## config.mk

```make
export PLATFORM = sky130hd
export DESIGN_NAME = can_tx_scheduler
export DESIGN_NICKNAME = d
export VERILOG_FILES = /design/src/rtl/can_tx_sched_pkg.sv /design/src/rtl/can_tx_retry_counter.sv /design/src/rtl/can_tx_scheduler.sv
export SDC_FILE = /design/constraint.sdc
export NUM_CORES = 1
export LEC_CHECK = 0
export CAP_MARGIN = 20
export CORE_AREA = 2 2 49 51
export DETAILED_ROUTE_END_ITERATION = 8
export DIE_AREA = 0 0 51 53
export GPL_ROUTABILITY_DRIVEN = 0
export GPL_TIMING_DRIVEN = 1
export PLACE_DENSITY_LB_ADDON = 0.25
export SYNTH_ARGS = -nofsm -noshare
export SYNTH_HDL_FRONTEND = slang
export SYNTH_SLANG_ARGS = --single-unit
```

## constraint.sdc

```tcl
create_clock -name clk -period 1.7 [get_ports clk]
set_clock_uncertainty 0.1 [all_clocks]
set_input_delay 0.34 -clock clk [delete_from_list [all_inputs] [get_ports clk]]
set_output_delay 0.34 -clock clk [all_outputs]
set_load 0.01 [all_outputs]
```

## src/rtl/can_tx_sched_pkg.sv

```systemverilog
// Shared types and command-register decode constants for the CAN transmit scheduler.
package can_tx_sched_pkg;

    typedef enum logic [1:0] {
        IDLE = 2'd0,
        PEND = 2'd1,
        XMIT = 2'd2
    } tx_sched_state_e;

    localparam logic [7:0] CMD_ADDR    = 8'd1;
    localparam int         CMD_TR_BIT  = 0;
    localparam int         CMD_AT_BIT  = 1;
    localparam int         CMD_SRR_BIT = 4;

endpackage

```

## src/rtl/can_tx_retry_counter.sv

```systemverilog
// Failed-attempt counter for the transmit scheduler; only built with CAN_TX_RETRY_LIMIT_EN.
module can_tx_retry_counter
    import can_tx_sched_pkg::*;
#(
    parameter int RETRY_MAX = 16,
    parameter int RETRY_W   = 5
) (
    input  logic               clk,
    input  logic               rst,
    input  logic               clear,
    input  logic               incr,
    output logic [RETRY_W-1:0] count,
    output logic               at_limit
);

    always_ff @(posedge clk or negedge rst) begin
        if (!rst) begin
            count <= '0;
        end else if (clear) begin
            count <= '0;
        end else if (incr) begin
            count <= count + 1'b1;
        end
    end

    // The attempt that would push the count to RETRY_MAX is turned into an abort.
    assign at_limit = (count == RETRY_W'(RETRY_MAX - 1));

endmodule

```

## src/rtl/can_tx_scheduler.sv

```systemverilog
// CAN transmit-request controller: command decode, TBS/TCS/TS flags and BSP handshake.
// Optional retry limit is enabled by defining CAN_TX_RETRY_LIMIT_EN.
module can_tx_scheduler
    import can_tx_sched_pkg::*;
#(
    parameter int RETRY_MAX = 16,
    parameter int RETRY_W   = 5
) (
    input  logic        clk,
    input  logic        rst,
    input  logic        we,
    input  logic [7:0]  addr,
    input  logic [31:0] data_in,
    input  logic        reset_mode,
    input  logic        bus_off,
    input  logic        bsp_tx_start,
    input  logic        bsp_tx_done,
    input  logic        bsp_arb_lost,
    input  logic        bsp_tx_error,
    output logic        tx_request,
    output logic        single_shot,
    output logic        self_rx,
    output logic        transmit_buffer_status,
    output logic        transmission_complete,
    output logic        transmit_status,
    output logic        tx_irq,
    output logic        retry_exhausted
);

    tx_sched_state_e state, state_nxt;
    logic cmd_tr, cmd_at, cmd_srr, cmd_wr;
    logic abort_pend, abort_nxt, ss_nxt, srx_nxt, tcs_nxt, irq_nxt, exh_nxt;
    logic cnt_clr, cnt_inc, at_limit;
    logic req_d, tbs_d, ts_d;

    assign cmd_wr  = we && (addr == CMD_ADDR);
    assign cmd_tr  = cmd_wr && data_in[CMD_TR_BIT];
    assign cmd_at  = cmd_wr && data_in[CMD_AT_BIT];
    assign cmd_srr = cmd_wr && data_in[CMD_SRR_BIT];

    logic unused_data;
    assign unused_data = ^{data_in[31:5], data_in[3:2]};

`ifdef CAN_TX_RETRY_LIMIT_EN
    logic [RETRY_W-1:0] retry_cnt;

    can_tx_retry_counter #(
        .RETRY_MAX(RETRY_MAX),
        .RETRY_W  (RETRY_W)
    ) u_retry (
        .clk     (clk),
        .rst     (rst),
        .clear   (cnt_clr),
        .incr    (cnt_inc),
        .count   (retry_cnt),
        .at_limit(at_limit)
    );
`else
    logic                unused_cnt;
    logic [RETRY_W-1:0]  unused_retry_cfg;
    assign at_limit         = 1'b0;
    assign unused_cnt       = cnt_clr ^ cnt_inc;
    assign unused_retry_cfg = RETRY_W'(RETRY_MAX);
`endif

    always_ff @(posedge clk or negedge rst) begin
        if (!rst) begin
            state <= IDLE;
        end else begin
            state <= state_nxt;
        end
    end

    always_comb begin
        state_nxt = state;
        tcs_nxt   = transmission_complete;
        abort_nxt = abort_pend;
        ss_nxt    = single_shot;
        srx_nxt   = self_rx;
        exh_nxt   = 1'b0;
        cnt_clr   = 1'b0;
        cnt_inc   = 1'b0;
        if (reset_mode) begin
            state_nxt = IDLE;
            tcs_nxt   = 1'b1;
        end else begin
            unique case (state)
                IDLE: begin
                    if ((cmd_tr || cmd_srr) && !bus_off) begin
                        state_nxt = PEND;
                        tcs_nxt   = 1'b0;
                        cnt_clr   = 1'b1;
                        ss_nxt    = cmd_at;
                        srx_nxt   = cmd_srr;
                    end
                end
                PEND: begin
                    if (bus_off) begin
                        state_nxt = IDLE;
                        tcs_nxt   = 1'b0;
                    end else if (bsp_tx_start) begin
                        state_nxt = XMIT;
                    end else if (cmd_at) begin
                        state_nxt = IDLE;
                        tcs_nxt   = 1'b0;
                    end
                end
                XMIT: begin
                    if (bus_off) begin
                        state_nxt = IDLE;
                        tcs_nxt   = 1'b0;
                    end else if (bsp_tx_done) begin
                        state_nxt = IDLE;
                        tcs_nxt   = 1'b1;
                    end else if (bsp_arb_lost || bsp_tx_error) begin
                        if (single_shot || abort_pend || at_limit) begin
                            state_nxt = IDLE;
                            tcs_nxt   = 1'b0;
                            exh_nxt   = at_limit && !single_shot && !abort_pend;
                        end else begin
                            state_nxt = PEND;
                            cnt_inc   = 1'b1;
                        end
                    end else if (cmd_at) begin
                        // The frame already on the bus is finished; the abort only blocks a retry.
                        abort_nxt = 1'b1;
                    end
                end
                default: state_nxt = IDLE;
            endcase
        end
        if (state_nxt == IDLE) begin
            abort_nxt = 1'b0;
            ss_nxt    = 1'b0;
            srx_nxt   = 1'b0;
        end
        irq_nxt = (state != IDLE) && (state_nxt == IDLE) && !reset_mode;
    end

    always_comb begin
        req_d = (state_nxt != IDLE);
        tbs_d = (state_nxt == IDLE);
        ts_d  = (state_nxt == XMIT);
    end

    always_ff @(posedge clk or negedge rst) begin
        if (!rst) begin
            tx_request             <= 1'b0;
            transmit_buffer_status <= 1'b1;
            transmit_status        <= 1'b0;
            transmission_complete  <= 1'b1;
            single_shot            <= 1'b0;
            self_rx                <= 1'b0;
            abort_pend             <= 1'b0;
            tx_irq                 <= 1'b0;
            retry_exhausted        <= 1'b0;
        end else begin
            tx_request             <= req_d;
            transmit_buffer_status <= tbs_d;
            transmit_status        <= ts_d;
            transmission_complete  <= tcs_nxt;
            single_shot            <= ss_nxt;
            self_rx                <= srx_nxt;
            abort_pend             <= abort_nxt;
            tx_irq                 <= irq_nxt;
            retry_exhausted        <= exh_nxt;
        end
    end

endmodule
```

==> results of run 1 <==
-- timing repair --
item / 4_1_cts / 5_1_grt
cloned: 0 / 0
endpoints found under the setup margin: 6 / 10
resized for setup: 3 / 11
setup buffers: 1 / 0
hold endpoints to repair: 0 / 0
pin swaps: 1 / 4
-- layout make-up --
cell class,count,area share
multi-input cells,50,0.354
repair buffers,40,0.349
well taps,28,0.0327
clock buffers,3,0.0211
inverters,2,0.00702
flip-flops and latches,10,0.236
-- kinds of logic (layout without fill, tap and decap cells) --
kind of cell / count (synthesis) / in the layout
simple gates: 26 / 26
other cells: 1 / 1
compound gates: 23 / 23
flops: 10 / 10
buf+inv: 4 / 45
-- per-layer routing --
metal / GRT usage / vias to the layer above
met4: 0.0270 / 0
met1: 0.171 / 323
li1: - / 334
met3: 0.0593 / 0
met2: 0.251 / 13
met5: 0 / -
-- power breakdown --
| group | internal (W) | total, W | leakage, nW | switching, W |
|---|---|---|---|---|
| registers | 0.000238 | 0.000238 | 0.133 | 0.0000000535 |
| logic | 0.0000541 | 0.0000924 | 0.318 | 0.0000383 |
| clock network | 0.0000816 | 0.000159 | 0.0138 | 0.0000769 |
-- registers in the layout, summed over array words and instances (netlist names) --
register,cells
tx_request,1
abort_pend,1
self_rx,1
state,2
single_shot,1
tx_irq,1
transmit_status,1
transmit_buffer_status,1
transmission_complete,1
-- final timing paths --
| path | endpoint | slack (ns) | cells past startpoint |
|---|---|---|---|
| max in group asynchronous | transmit_buffer_status | 0.86 | 1 |
| min in group clk | self_rx | 0.47 | 2 |
| worst max-delay path | single_shot | 0.07 | 6 |
| worst min register to register | self_rx | 0.47 | 2 |
| worst max register to register | transmission_complete | 0.13 | 5 |
| worst min-delay path | state[0] | 0.29 | 1 |
-- synthesized netlist by cell type (all sizes together) --
cell type	instances	area, µm²
a211oi	1	12.5
nand4	3	18.8
or3	1	6.26
o211ai	3	22.5
a21oi	6	30.0
a22oi	1	7.51
a31oi	3	18.8
nand3	2	10.0
and3	1	6.26
conb	1	3.75
nor3b	3	27.5
buf	2	18.8
a21o	2	16.3
inv	2	7.51
o21ai	1	8.76
o22ai	1	6.26
o21a	1	7.51
dfstp	2	52.6
a41o	1	10.0
nand2	4	15.0
dfrtp	8	200
and4	1	8.76
nor4	1	6.26
a22o	1	8.76
a221o	1	10.0
o311ai	1	8.76
nor2b	2	12.5
nor4b	2	32.5
nor2	6	22.5
-- worst register-to-register path, stage by stage, from the launching register on --
cell                       delay (ns)
sky130_fd_sc_hd__dfrtp_1         0.46
sky130_fd_sc_hd__nor4b_4         0.23
sky130_fd_sc_hd__buf_4           0.18
sky130_fd_sc_hd__nand2_1         0.07
sky130_fd_sc_hd__a221o_1         0.35
sky130_fd_sc_hd__o311ai_1        0.09
-- metrics by stage --
stage	util	setup TNS [ns]	hold WS [ns]	instance area, µm²	total power (W)
after floorplan	-	0	-0.0556	617	0.000261
after global placement	0.461	-2.50	0.464	991	0.000327
after detailed placement	0.461	-2.70	0.453	991	0.000328
after CTS	0.477	0	0.301	1020	0.000494
after global routing	0.498	-0.107	0.312	1070	0.000526
final	0.498	0	0.295	1070	0.000489
==> impl_metrics.prom, run 1 <==
# TYPE chip_impl_metric gauge
chip_impl_metric{name="min_period_over_period",unit=""} 0.960
chip_impl_metric{name="synth_seq_cells",unit=""} 10
chip_impl_metric{name="vdd.ir_drop.worst",unit="mV"} 0.337
chip_impl_metric{name="preCtsSetupSlack",unit="ns"} -0.328
chip_impl_info{name="layout.cells.most_common",value="sky130_fd_sc_hd__clkdlybuf4s50_1"} 1
chip_impl_metric{name="wl_per_cell",unit="µm"} 12.8
chip_impl_info{name="critPathCaptureType",value="flop"} 1
chip_impl_info{name="rsz0062_at_grt",value="true"} 1
chip_impl_metric{name="hold_violations",unit=""} 0
chip_impl_metric{name="netlist_area",unit="µm²"} 617
chip_impl_metric{name="cts-hold-fix-buffers",unit=""} 0
chip_impl_metric{name="largest_net_degree_at_the_start_of_global_routing",unit=""} 11
chip_impl_info{name="mostFrequentLayoutCells",value="sky130_fd_sc_hd__clkdlybuf4s50_1, sky130_fd_sc_hd__buf_4, sky130_fd_sc_hd__dfrtp_1"} 1
chip_impl_metric{name="drt_iter0_drc",unit=""} 22
chip_impl_info{name="status",value="finished, final reports clean"} 1
chip_impl_metric{name="multi_input_comb_area",unit="µm²"} 379
chip_impl_metric{name="ys_warn_count",unit=""} 0
chip_impl_info{name="top_cell_family_by_delay_on_the_critical_path",value="simple AND/OR/NAND/NOR gates"} 1
chip_impl_metric{name="core_region_area",unit="µm²"} 2150
chip_impl_metric{name="setup_ws",unit="ns"} 0.0685
chip_impl_metric{name="rows",unit=""} 17
chip_impl_metric{name="fraction_of_final_layout_cells_with_drive_strength_greater_than_1",unit=""} 0.286
chip_impl_metric{name="muxShareOfSynthArea",unit=""} 0
chip_impl_metric{name="synthAdderAreaFrac",unit=""} 0
chip_impl_metric{name="wirelength_met1",unit="µm"} 741
chip_impl_metric{name="fillerInstances",unit=""} 206
chip_impl_metric{name="drcViolationCount",unit=""} 0
chip_impl_metric{name="fmax",unit="GHz"} 0.613
chip_impl_metric{name="synth_simple_gate_area_share",unit=""} 0.270
chip_impl_metric{name="die_height",unit="µm"} 53
chip_impl_metric{name="post_synth_inst_count",unit=""} 64
chip_impl_metric{name="synth_compound_area_frac",unit=""} 0.272
chip_impl_info{name="crit_path_cell_trace",value="clkdlybuf4s50_1 > nor4_2 > and3_1 > buf_4 > nand4_1 > a21oi_1"} 1
chip_impl_info{name="worstReg2RegStart",value="state[1]"} 1
chip_impl_metric{name="htreeDepth",unit=""} 1
chip_impl_metric{name="timing.max_cap.violations",unit=""} 0
chip_impl_metric{name="dp_hpwl",unit="mm"} 1.30
chip_impl_metric{name="synth_cell_types",unit=""} 33
chip_impl_metric{name="floorplan.die.width",unit="µm"} 51
chip_impl_metric{name="worstPathArrival",unit="ns"} 1.71
chip_impl_info{name="hp-class",value="input port to asynchronous set/reset pin"} 1
chip_impl_metric{name="total_leakage_power",unit="nW"} 0.465
chip_impl_info{name="tritoncts",value="yes"} 1
chip_impl_metric{name="synth.net_count",unit=""} 113
chip_impl_metric{name="detailroute.wirelength.met2",unit="µm"} 909
chip_impl_metric{name="post_synth_xor_area_fraction",unit=""} 0
chip_impl_metric{name="critical_path_peak_fanout",unit=""} 2
chip_impl_info{name="cp-startpoint",value="addr[2]"} 1
chip_impl_metric{name="grt_overflow",unit=""} 0
chip_impl_metric{name="seq_area_frac_synth",unit=""} 0.410
chip_impl_metric{name="final-max-slew-violation-count",unit=""} 0
chip_impl_metric{name="placed_cell_count",unit=""} 129
chip_impl_metric{name="clk-insertion-delay-late",unit="ns"} 0.26
chip_impl_info{name="cpMaxStageDelayCell",value="sky130_fd_sc_hd__clkdlybuf4s50_1"} 1
chip_impl_metric{name="first_global_vias",unit=""} 682
chip_impl_info{name="top_signal_layer_used",value="met3"} 1
chip_impl_info{name="synth_top_family_by_area",value="compound AO/OA/AOI/OAI gates"} 1
chip_impl_metric{name="worstPathRequired",unit="ns"} 1.78
chip_impl_metric{name="avgViaCountPerCell",unit=""} 5.04
chip_impl_metric{name="start_util",unit=""} 0.287
chip_impl_metric{name="globalRouteTotalUtil",unit=""} 0.146
chip_impl_metric{name="route.met3.wl",unit="µm"} 59
chip_impl_metric{name="final_net_count",unit=""} 156
chip_impl_info{name="worst-setup-path-type",value="input port to flop"} 1
chip_impl_metric{name="worstPathBufferInverterCount",unit=""} 2
chip_impl_metric{name="drt_pre_antenna_iters",unit=""} 4
chip_impl_metric{name="cts.path.max_buffers",unit=""} 2
chip_impl_metric{name="finalSetupViolCount",unit=""} 0
chip_impl_metric{name="detail-route-antenna-nets",unit=""} 0
chip_impl_metric{name="cp_peak_stage_delay",unit="ns"} 0.45
chip_impl_metric{name="wire_length_of_the_first_global_routing_pass",unit="mm"} 2.90
chip_impl_metric{name="min_period",unit="ns"} 1.63
chip_impl_metric{name="wl",unit="mm"} 1.71
chip_impl_metric{name="cts.clk_slew.worst_paths",unit="ns"} 0.06
chip_impl_info{name="cts_root_buffer",value="sky130_fd_sc_hd__clkbuf_4"} 1
chip_impl_metric{name="fin_cells",unit=""} 133
chip_impl_metric{name="portBuffers",unit=""} 26
chip_impl_metric{name="flow.area_growth_from_synthesis",unit="%"} 73.4
chip_impl_metric{name="syn-mean-instance-area",unit="µm²"} 9.64
chip_impl_metric{name="n_antenna_cell",unit=""} 0
chip_impl_metric{name="route.vias.total",unit=""} 670
chip_impl_metric{name="design.portCount",unit=""} 57
chip_impl_metric{name="cts_sinks",unit=""} 10
chip_impl_metric{name="cts-buffers-inserted",unit=""} 3
chip_impl_info{name="worstSetupStartpointType",value="input port"} 1
chip_impl_metric{name="fp.dieArea",unit="µm²"} 2700
chip_impl_metric{name="p_per_area",unit="nW/µm²"} 457
chip_impl_metric{name="grt_antenna_before_repair",unit=""} 0
chip_impl_metric{name="seqCellArea",unit="µm²"} 253
No activity file was read; power rests on OpenSTA's default activity.
==> inputs of run 2 (changes only) <==
Settings changed: GPL_ROUTABILITY_DRIVEN 0 to unset.
==> results of run 2 <==
Same layout as run 1: the final DEF is identical, and so are final timing and power.
==> inputs of run 3 (changes only) <==
Settings changed: SLEW_MARGIN set to 20.
==> results of run 3 <==
Same layout as run 1: the final DEF is identical, and so are final timing and power.
